$ cat config.mk
export PLATFORM = sky130hd
export DESIGN_NAME = pdm_audio_sequencer
export DESIGN_NICKNAME = d
export VERILOG_FILES = /design/src/rtl/pdm_audio_sequencer.sv
export SDC_FILE = /design/constraint.sdc
export NUM_CORES = 1
export LEC_CHECK = 0
export ABC_AREA = 1
export BUFFER_PORTS_ARGS = -buffer_cell sky130_fd_sc_hd__buf_4
export CORE_ASPECT_RATIO = 1.2
export CORE_MARGIN = 3
export CORE_UTILIZATION = 57
export CTS_BUF_LIST = sky130_fd_sc_hd__clkbuf_4
export DETAILED_ROUTE_END_ITERATION = 10
export GPL_TIMING_DRIVEN = 0
export PLACE_DENSITY = 0.84
export SYNTH_ARGS = -nofsm -noshare
export SYNTH_HDL_FRONTEND = slang
export SYNTH_SLANG_ARGS = --single-unit
$ cat constraint.sdc
create_clock -name clk -period 4.2 [get_ports clk]
set_input_delay 0.63 -clock clk [delete_from_list [all_inputs] [get_ports clk]]
set_output_delay 0.63 -clock clk [all_outputs]
set_load 0.02 [all_outputs]
$ cat src/rtl/pdm_audio_sequencer.sv
// Mixes NCH unsigned channels into one DEPTH-bit sample and paces it with a sample tick.
// Applies a linear anti-pop gain ramp and drives the PDM modulator sample/enable inputs.
module pdm_audio_sequencer #(
   parameter int DEPTH    = 8,
   parameter int NCH      = 4,
   parameter int TICK_DIV = 16
) (
   input  logic                   clk,
   input  logic                   rst,
   input  logic                   audio_on,
   input  logic [NCH*DEPTH-1:0]   ch_sample,
   input  logic [NCH-1:0]         ch_valid,
   output logic [NCH-1:0]         ch_ready,
   input  logic [NCH-1:0]         ch_mute,
   input  logic                   underrun_clr,
   output logic [NCH-1:0]         underrun,
   output logic                   tick,
   output logic [1:0]             state,
   output logic [DEPTH-1:0]       pdm_sample,
   output logic                   pdm_en
);

   localparam int LOG = $clog2(NCH);
   localparam int SW  = DEPTH + LOG;
   localparam int CW  = $clog2(TICK_DIV);
   localparam logic [DEPTH:0] G_ONE = (DEPTH+1)'(1);
   localparam logic [DEPTH:0] UNITY = (DEPTH+1)'(1) << DEPTH;

   typedef enum logic [1:0] {OFF = 2'd0, RAMP_UP = 2'd1, ON = 2'd2, RAMP_DOWN = 2'd3} state_t;

   state_t              st;
   logic [CW-1:0]       count;
   logic [DEPTH-1:0]    hold [NCH];
   logic [NCH-1:0]      fresh;
   logic [NCH-1:0]      cap;
   logic [NCH-1:0]      set_mask;
   logic [SW-1:0]       sum;
   logic [DEPTH-1:0]    mix_r;
   logic [DEPTH:0]      g;
   logic                tick_d;
   logic [2*DEPTH:0]    prod;

   assign tick     = (count == CW'(TICK_DIV - 1));
   assign ch_ready = ~fresh;
   assign cap      = ch_valid & ~fresh;
   assign state    = st;
   assign pdm_en   = (st != OFF);
   assign prod     = {{(DEPTH+1){1'b0}}, mix_r} * {{DEPTH{1'b0}}, g};

   // NOTE: sequential state uses non-blocking assignments so every register sees pre-edge values.
   always_ff @(posedge clk) begin
      if (rst || tick) count <= '0;
      else             count <= count + 1'b1;
   end

   // NOTE: the sample holds are reset too, so a channel that never posts mixes in as silence.
   always_ff @(posedge clk) begin
      if (rst) begin
         fresh <= '0;
         for (int i = 0; i < NCH; i++) hold[i] <= '0;
      end else begin
         for (int i = 0; i < NCH; i++) begin
            if (cap[i]) begin
               hold[i]  <= ch_sample[i*DEPTH +: DEPTH];
               fresh[i] <= 1'b1;
            end else if (tick) begin
               fresh[i] <= 1'b0;
            end
         end
      end
   end

   // NOTE: combinational blocks assign a default first so no latch is inferred.
   always_comb begin
      sum = '0;
      for (int i = 0; i < NCH; i++)
         if (!ch_mute[i]) sum = sum + SW'(hold[i]);
   end

   always_comb begin
      set_mask = '0;
      if (tick && st != OFF) set_mask = ~fresh & ~ch_mute;
   end

   // Set takes priority over a coincident clear.
   always_ff @(posedge clk) begin
      if (rst) underrun <= '0;
      else     underrun <= (underrun & ~{NCH{underrun_clr}}) | set_mask;
   end

   always_ff @(posedge clk) begin
      if (rst) begin
         st    <= OFF;
         g     <= '0;
         mix_r <= '0;
      end else if (tick) begin
         mix_r <= DEPTH'(sum >> LOG);
         unique case (st)
            OFF: if (audio_on) begin
               st <= RAMP_UP;
               g  <= G_ONE;
            end
            RAMP_UP: if (!audio_on) begin
               st <= RAMP_DOWN;
               g  <= g - G_ONE;
            end else begin
               g <= g + G_ONE;
               if (g == UNITY - G_ONE) st <= ON;
            end
            ON: if (!audio_on) begin
               st <= RAMP_DOWN;
               g  <= g - G_ONE;
            end
            RAMP_DOWN: if (audio_on) begin
               st <= RAMP_UP;
               g  <= g + G_ONE;
            end else if (g <= G_ONE) begin
               // Saturates at zero so a reversal right after g=1 cannot wrap.
               st <= OFF;
               g  <= '0;
            end else begin
               g <= g - G_ONE;
            end
            default: st <= OFF;
         endcase
      end
   end

   always_ff @(posedge clk) begin
      if (rst) begin
         tick_d     <= 1'b0;
         pdm_sample <= '0;
      end else begin
         tick_d <= tick;
         if (tick_d) pdm_sample <= DEPTH'(prod >> DEPTH);
      end
   end

endmodule

==> reports/qor.yml, run 1 <==
placed_design:
  port_buffers: 60
  place_area_um2: 7740
  dpl.cell_count: 1202
  place_congestion: 0.953
  hpwl_um: 13200
pwr:
  vdd_ir_drop_max_mv: 0.137
  power_per_cell_area_nw_per_um2: 200
  p_leak_nw: 4.41
drt:
  finalWirelength_um: 16800
  via_per_inst: 5.23
  first_iter_violations: 448
  vias: 6379
  ant_nets: 0
  dr.pass1.iters: 5
  wl_per_cell_um: 13.8
  drc: 0
synthesis:
  syn_area_um2: 7090
  ys_seq_area_share_pct: 24.8
  synthCells: 981
  synth.top_cell.area_share_pct: 13.5
  synth_top_family_by_area: "simple AND/OR/NAND/NOR gates"
  synth_adder_area_share_pct: 23.0
  yosysUniqueCellTypes: 46
  synthXorXnorAreaFrac_pct: 2.22
  yosysTopAreaCell: "edfxtp_1"
  synthArstFlopShare_pct: 0
  ys_warn_count: 0
  synthFlopType: "dfxtp_1"
  avgSynthCellArea_um2: 7.23
  synth_nets: 1130
  synth_mux_area_share_pct: 0
  synth_area_leaders: "edfxtp_1 14%, nand2_1 12%, fa_1 12%, dfxtp_1 11%, inv_1 11%"
  synth_compound_area_share_pct: 9.63
  synth_edf_count: 32
  yosys.area_share.simple_pct: 26.8
  ys_ff_latch: 72
critical_path:
  r2r_end: "pdm_sample[7]$_SDFFE_PP0P_"
  worst_r2r_path_depth: 14
  endpoint_kind: "flop"
  cp-startpoint: "g[3]$_SDFFE_PP0P_"
  rrSetupSlack_ns: 0.13
  path_buf_inv: 2
  critPathArrivalTime_ns: 4.45
  path_delay_family: "adder cells"
  crit_chain: "buf_6, nand2_1, fa_1, inv_1, fa_1, fa_2, fa_1, ha_4, a21oi_2, o21ai_1, a211oi_2, a21oi_2, nor2_1, nor2_1"
  crit_path_start_kind: "flop"
  max_stage_delay_ns: 0.60
  cp_max_fo: 10
  worst-path-stages: 14
  endpoint: "pdm_sample[7]$_SDFFE_PP0P_"
  cpMaxStageDelayCell: "fa_1"
  path_class: "flop to flop"
  required_ns: 4.58
  r2r-start: "g[3]$_SDFFE_PP0P_"
  crit_top_cell: "fa_1"
clocking:
  cts.sinks: 72
  clock_path_buffers: 2
  clk_latency_ns: 0.47
  cts_tree: "done"
  hold_buffers: 0
  htreeDepth: 3
  path_clk_slew_ns: 0.16
  cts_buffers: 9
  cts_root_buffer: "clkbuf_4"
run_status:
  outcome: "finished, final reports clean"
finish:
  final_nets: 1203
  fin_area_um2: 8160
  fillers: 1006
  layout.cells.non_filler: 1220
  post-route-util_pct: 67.4
  area_delta_synth_final_pct: 15.1
  diodes: 0
  drive_gt1_share_pct: 18.2
timing:
  fmax_mhz: 246
  drv_slew: 0
  worstMarginPinSlew_ns: 0.664
  final_hold_viol_count: 0
  finalSetupViolations: 0
  min_period_over_period_pct: 96.9
  period_minus_slack_ns: 4.07
  maxSlewHeadroom_pct: 55.7
  holdWs_ns: 0.436
  finalClockSkew_ns: 0.0220
floorplanning:
  die_h_um: 128
  placementRows: 44
  initial_utilization_pct: 58.6
  ios: 64
  die_w_um: 108
  design.core.area_um2: 12100
  die_area_um2: 13800
global_route:
  grt.overflow.total: 0
  grt_pass1_vias: 6294
  grt_pass1_wl_um: 27800
  grt_usage_pct: 25.1
  grt_max_degree: 17
  antenna_found_initial: 0
worst_hold_path:
  hold_depth: 3
  hold_class: "primary input to flop"
flow_run:
  max_cap_violations: 0
repair_timing:
action / CTS / global route
setup endpoints to repair: 10 / 13
buffers inserted: 0 / 9
gates resized for setup: 24 / 48
pin swaps: 1 / 5
routing by layer:
metal	vias up	wire (um)	share of wire, %	global-route usage [%]
met1	2978	6680	40	29.2
met4	0	493	2.9	9.58
met3	43	793	4.7	3.02
met5	-	0	0	0
met2	171	8830	53	46.4
li1	3187	-	-	-
worst min-delay path: stages:
cell	delay (ns)
buf_4	0.07
inv_1	0.03
nor2_1	0.08
synthesized netlist by cell type (13+ instances only):
library cell and n:
o21ai_0 31, nor2_1 85, xor2_1 13, fa_1 42
edfxtp_1 32, dfxtp_1 40, clkbuf_1 13, nand2_1 236
ha_1 63, a21oi_1 43, inv_1 211, nand3_1 65
cells by family after synthesis:
| family | after synthesis |
|---|---|
| and+or+nand+nor | 432 |
| buffers and inverters | 242 |
| AOI/OAI and AO/OA | 112 |
| adders and majority gates | 105 |
| DFF | 72 |
| xor gates and xnor gates | 18 |
worst min path at each step:
stage,slack (ns),startpoint,to
after floorplan,0.42,count[0]$_SDFF_PP0_,count[0]$_SDFF_PP0_
after global placement,0.43,count[0]$_SDFF_PP0_,count[0]$_SDFF_PP0_
after detailed placement,0.45,count[0]$_SDFF_PP0_,count[0]$_SDFF_PP0_
after CTS,0.44,ch_sample[14],hold[1][6]$_SDFFCE_PN0P_
after global routing,0.43,ch_sample[14],hold[1][6]$_SDFFCE_PN0P_
final,0.44,ch_sample[14],hold[1][6]$_SDFFCE_PN0P_
cell type report:
type / instances / area, um2 / area share, %
multi-input cells: 667 / 4550 / 55.7
well taps: 161 / 201 / 2.47
flip-flops and latches: 72 / 1790 / 21.9
inverters: 216 / 818 / 10.0
clock buffers: 9 / 67.6 / 0.828
repair buffers: 69 / 518 / 6.34
clock inverters: 7 / 71.3 / 0.874
plain buffers: 19 / 148 / 1.81
flip-flops by register name (all words and copies together), names as in the netlist:
name        flops
mix_r           8
state           2
tick_d          1
underrun        4
g               9
pdm_sample      8
fresh           4
count           4
hold           32
power by group:
group          switching (mW)  internal [mW]  leakage [nW]
clock                   0.311          0.140        0.0766
combinational           0.245          0.157          3.65
sequential             0.0167          0.765         0.678
placed cells by master, fill, tap and decap left out, types with 8 or more instances in the layout:
master	synthesis	final
nand2_1	236	234
inv_1	211	211
nor2_1	85	85
buf_4	2	71
nand3_1	65	65
ha_1	63	55
fa_1	42	40
a21oi_1	43	38
edfxtp_1	32	32
dfxtp_1	40	28
o21ai_0	31	25
o21ai_2	8	13
xor2_1	13	13
clkbuf_4	0	10
nand2_2	8	10
a21oi_2	5	9
buf_6	4	8
through the flow:
stage	setup slack, ns	TNS [ns]	total power, mW
after floorplan	0.0949	0	1.07
after global placement	-0.340	-2.42	1.17
after detailed placement	-0.456	-3.30	1.18
after CTS	0.0108	0	1.62
after global routing	-0.00859	-0.00952	1.72
final	0.131	0	1.64
No activity file was read; power rests on OpenSTA's default activity.
==> inputs of run 2 (changes only) <==
Settings changed: CORE_UTILIZATION 57 to 45, PLACE_DENSITY 0.84 to 0.7.
==> run 2 against run 1 <==
Effect of this change: clock-buffer cell count did not move; clock power fell by 3%; total power fell by 1.5%; non-clock buffer count fell by 3; critical path depth rose by 3; final cell count rose by 3.3%; global-route usage fell by 5.0 points; cell area barely moved; worst setup slack improved by 0.091 ns; die area rose by 25%.
==> reports/qor.yml, run 2 (synthesized netlist as in run 1, its figures left out) <==
run_status:
  outcome: "finished, final reports clean"  # unchanged
floorplanning:
  placementRows: 49  # was 44
  ios: 64  # unchanged
  die_w_um: 121  # was 108 um
  initial_utilization_pct: 46.6  # was 58.6%
  die_area_um2: 17300  # was 13800 um2
  die_h_um: 144  # was 128 um
  design.core.area_um2: 15200  # was 12100 um2
clocking:
  clk_latency_ns: 0.48  # was 0.47 ns
  cts.sinks: 72  # unchanged
  clock_path_buffers: 2  # unchanged
  cts_root_buffer: "clkbuf_4"  # unchanged
  cts_tree: "done"  # unchanged
  path_clk_slew_ns: 0.15  # was 0.16 ns
  htreeDepth: 3  # unchanged
  cts_buffers: 9  # unchanged
  hold_buffers: 0  # unchanged
global_route:
  antenna_found_initial: 0  # unchanged
  grt_pass1_wl_um: 28000  # was 27800 um
  grt.overflow.total: 0  # unchanged
  grt_usage_pct: 20.1  # was 25.1%
  grt_pass1_vias: 6044  # was 6294
  grt_max_degree: 16  # was 17
critical_path:
  r2r-start: "g[1]$_SDFFE_PP0P_"  # was g[3]$_SDFFE_PP0P_
  rrSetupSlack_ns: 0.22  # was 0.13 ns
  path_class: "flop to flop"  # unchanged
  endpoint_kind: "flop"  # unchanged
  crit_path_start_kind: "flop"  # unchanged
  required_ns: 4.57  # was 4.58 ns
  worst_r2r_path_depth: 17  # was 14
  r2r_end: "pdm_sample[4]$_SDFFE_PP0P_"  # was pdm_sample[7]$_SDFFE_PP0P_
  critPathArrivalTime_ns: 4.34  # was 4.45 ns
  cp_max_fo: 10  # unchanged
worst_hold_path:
  hold_depth: 3  # unchanged
  hold_end: "hold[1][7]$_SDFFCE_PN0P_"  # was hold[1][6]$_SDFFCE_PN0P_
  hold_class: "primary input to flop"  # unchanged
  hp-start: "ch_sample[15]"  # was ch_sample[14]
finish:
  regMostFlops: "hold"  # unchanged
  post-route-util_pct: 53.7  # was 67.4%
  drive_gt1_share_pct: 17.3  # was 18.2%
  final_common_cell: "nand2_1"  # unchanged
  diodes: 0  # unchanged
  largest_register_ff_count: 32  # unchanged
  final_cell_mix: "234 x nand2_1, 211 x inv_1, 85 x nor2_1, 67 x buf_4, 64 x nand3_1"  # was 234 x nand2_1, 211 x inv_1, 85 x nor2_1, 71 x buf_4, 65 x nand3_1
  layout.cells.non_filler: 1260  # was 1220
  area_delta_synth_final_pct: 15.1  # about the same
  final_nets: 1200  # was 1203
  largestRegisters: "hold (32), g (9)"  # unchanged
pwr:
  power_mw: 1.61  # was 1.64 mW
  vdd_ir_drop_max_mv: 0.128  # was 0.137 mV
  p_leak_nw: 4.38  # was 4.41 nW
  power_per_cell_area_nw_per_um2: 197  # was 200 nW/um2
drt:
  dr.pass1.iters: 5  # unchanged
  first_iter_violations: 355  # was 448
  vias: 6140  # was 6379
  finalWirelength_um: 16700  # was 16800 um
  via_per_inst: 4.87  # was 5.23
  drc: 0  # unchanged
  ant_nets: 0  # unchanged
  wl_per_cell_um: 13.3  # was 13.8 um
placed_design:
  dpl.cell_count: 1245  # was 1202
  port_buffers: 60  # unchanged
  place_congestion: 0.926  # was 0.953
  hpwl_um: 13300  # was 13200 um
timing:
  period_minus_slack_ns: 3.98  # was 4.07 ns
  finalClockSkew_ns: 0.0277  # was 0.0220 ns
  final_hold_viol_count: 0  # unchanged
  tns_ns: 0  # unchanged
  drv_slew: 0  # unchanged
  holdWs_ns: 0.440  # was 0.436 ns
  rsz0062_at_grt: "false"
  fmax_mhz: 251  # was 246 MHz
  worstMarginPinSlew_ns: 0.672  # was 0.664 ns
  min_period_over_period_pct: 94.7  # was 96.9%
  finalSetupViolations: 0  # unchanged
  maxSlewHeadroom_pct: 55.2  # was 55.7%
flow_run:
  max_cap_violations: 0  # unchanged
-- run 2: cell types whose count changed in the layout (fill, tap and decap cells not counted), moves of 2 or more --
cell,change
buf_4,-4
a21oi_2,-2
a21oi_1,+2
clkinvlp_4,+3
o21ai_2,-3
o21ai_1,+4
-- run 2: routing by layer --
| layer | track usage [%] | routed length [um] | up-vias |
|---|---|---|---|
| li1 | - | - | 3176 |
| met5 | 0 | 0 | - |
| met3 | 2.72 | 543 | 19 |
| met4 | 6.38 | 270 | 0 |
| met2 | 36.3 | 8450 | 97 |
| met1 | 24.8 | 7440 | 2848 |
-- run 2: stage by stage --
step	setup slack [ns]	instance area, um2
detailed placement	-0.415	7800
global placement	-0.405	7800
global route	0.00422	8160
floorplan	0.0949	7090
CTS	0.00297	7990
finish	0.222	8160
-- run 2: what timing repair did --
action,in CTS,in global routing
buffers inserted,1,5
resized for setup,24,42
setup endpoints to repair,7,12
pin swaps,1,13
-- run 2: power breakdown --
group,leakage (nW),internal [mW],switching (mW)
sequential,0.678,0.765,0.0151
clock,0.0615,0.131,0.308
combinational,3.64,0.153,0.238
total,4.38,1.05,0.560
-- run 2: critical path: stages (launching register included) --
cell and delay [ns]:
dfxtp_4 0.38, buf_6 0.16, nand2_1 0.09, fa_1 0.55
inv_1 0.07, fa_1 0.51, fa_1 0.56, fa_1 0.46
ha_4 0.34, nand2_1 0.08, nor2_1 0.09, inv_1 0.06
nor3_2 0.18, nor2_1 0.07, nand2_1 0.05, nand3_1 0.07
o211ai_1 0.10, inv_1 0.05
-- run 2: how the worst max path moves through the flow --
stage                      startpoint                    endpoint  slack, ns
floorplan           g[6]$_SDFFE_PP0P_  pdm_sample[7]$_SDFFE_PP0P_       0.09
global placement    g[6]$_SDFFE_PP0P_  pdm_sample[7]$_SDFFE_PP0P_      -0.41
detailed placement  g[6]$_SDFFE_PP0P_  pdm_sample[7]$_SDFFE_PP0P_      -0.42
CTS                 g[2]$_SDFFE_PP0P_  pdm_sample[4]$_SDFFE_PP0P_      0.003
global route        g[1]$_SDFFE_PP0P_  pdm_sample[4]$_SDFFE_PP0P_      0.004
finish              g[1]$_SDFFE_PP0P_  pdm_sample[4]$_SDFFE_PP0P_       0.22
-- run 2: cell type report --
class,instances,area [um2]
multi-input combinational,667,4520
inverter,216,818
clock buffer,9,67.6
timing repair buffer,66,495
clock inverter,7,60.1
tap,204,255
sequential,72,1790
buffer,19,149
fill,1529,7040
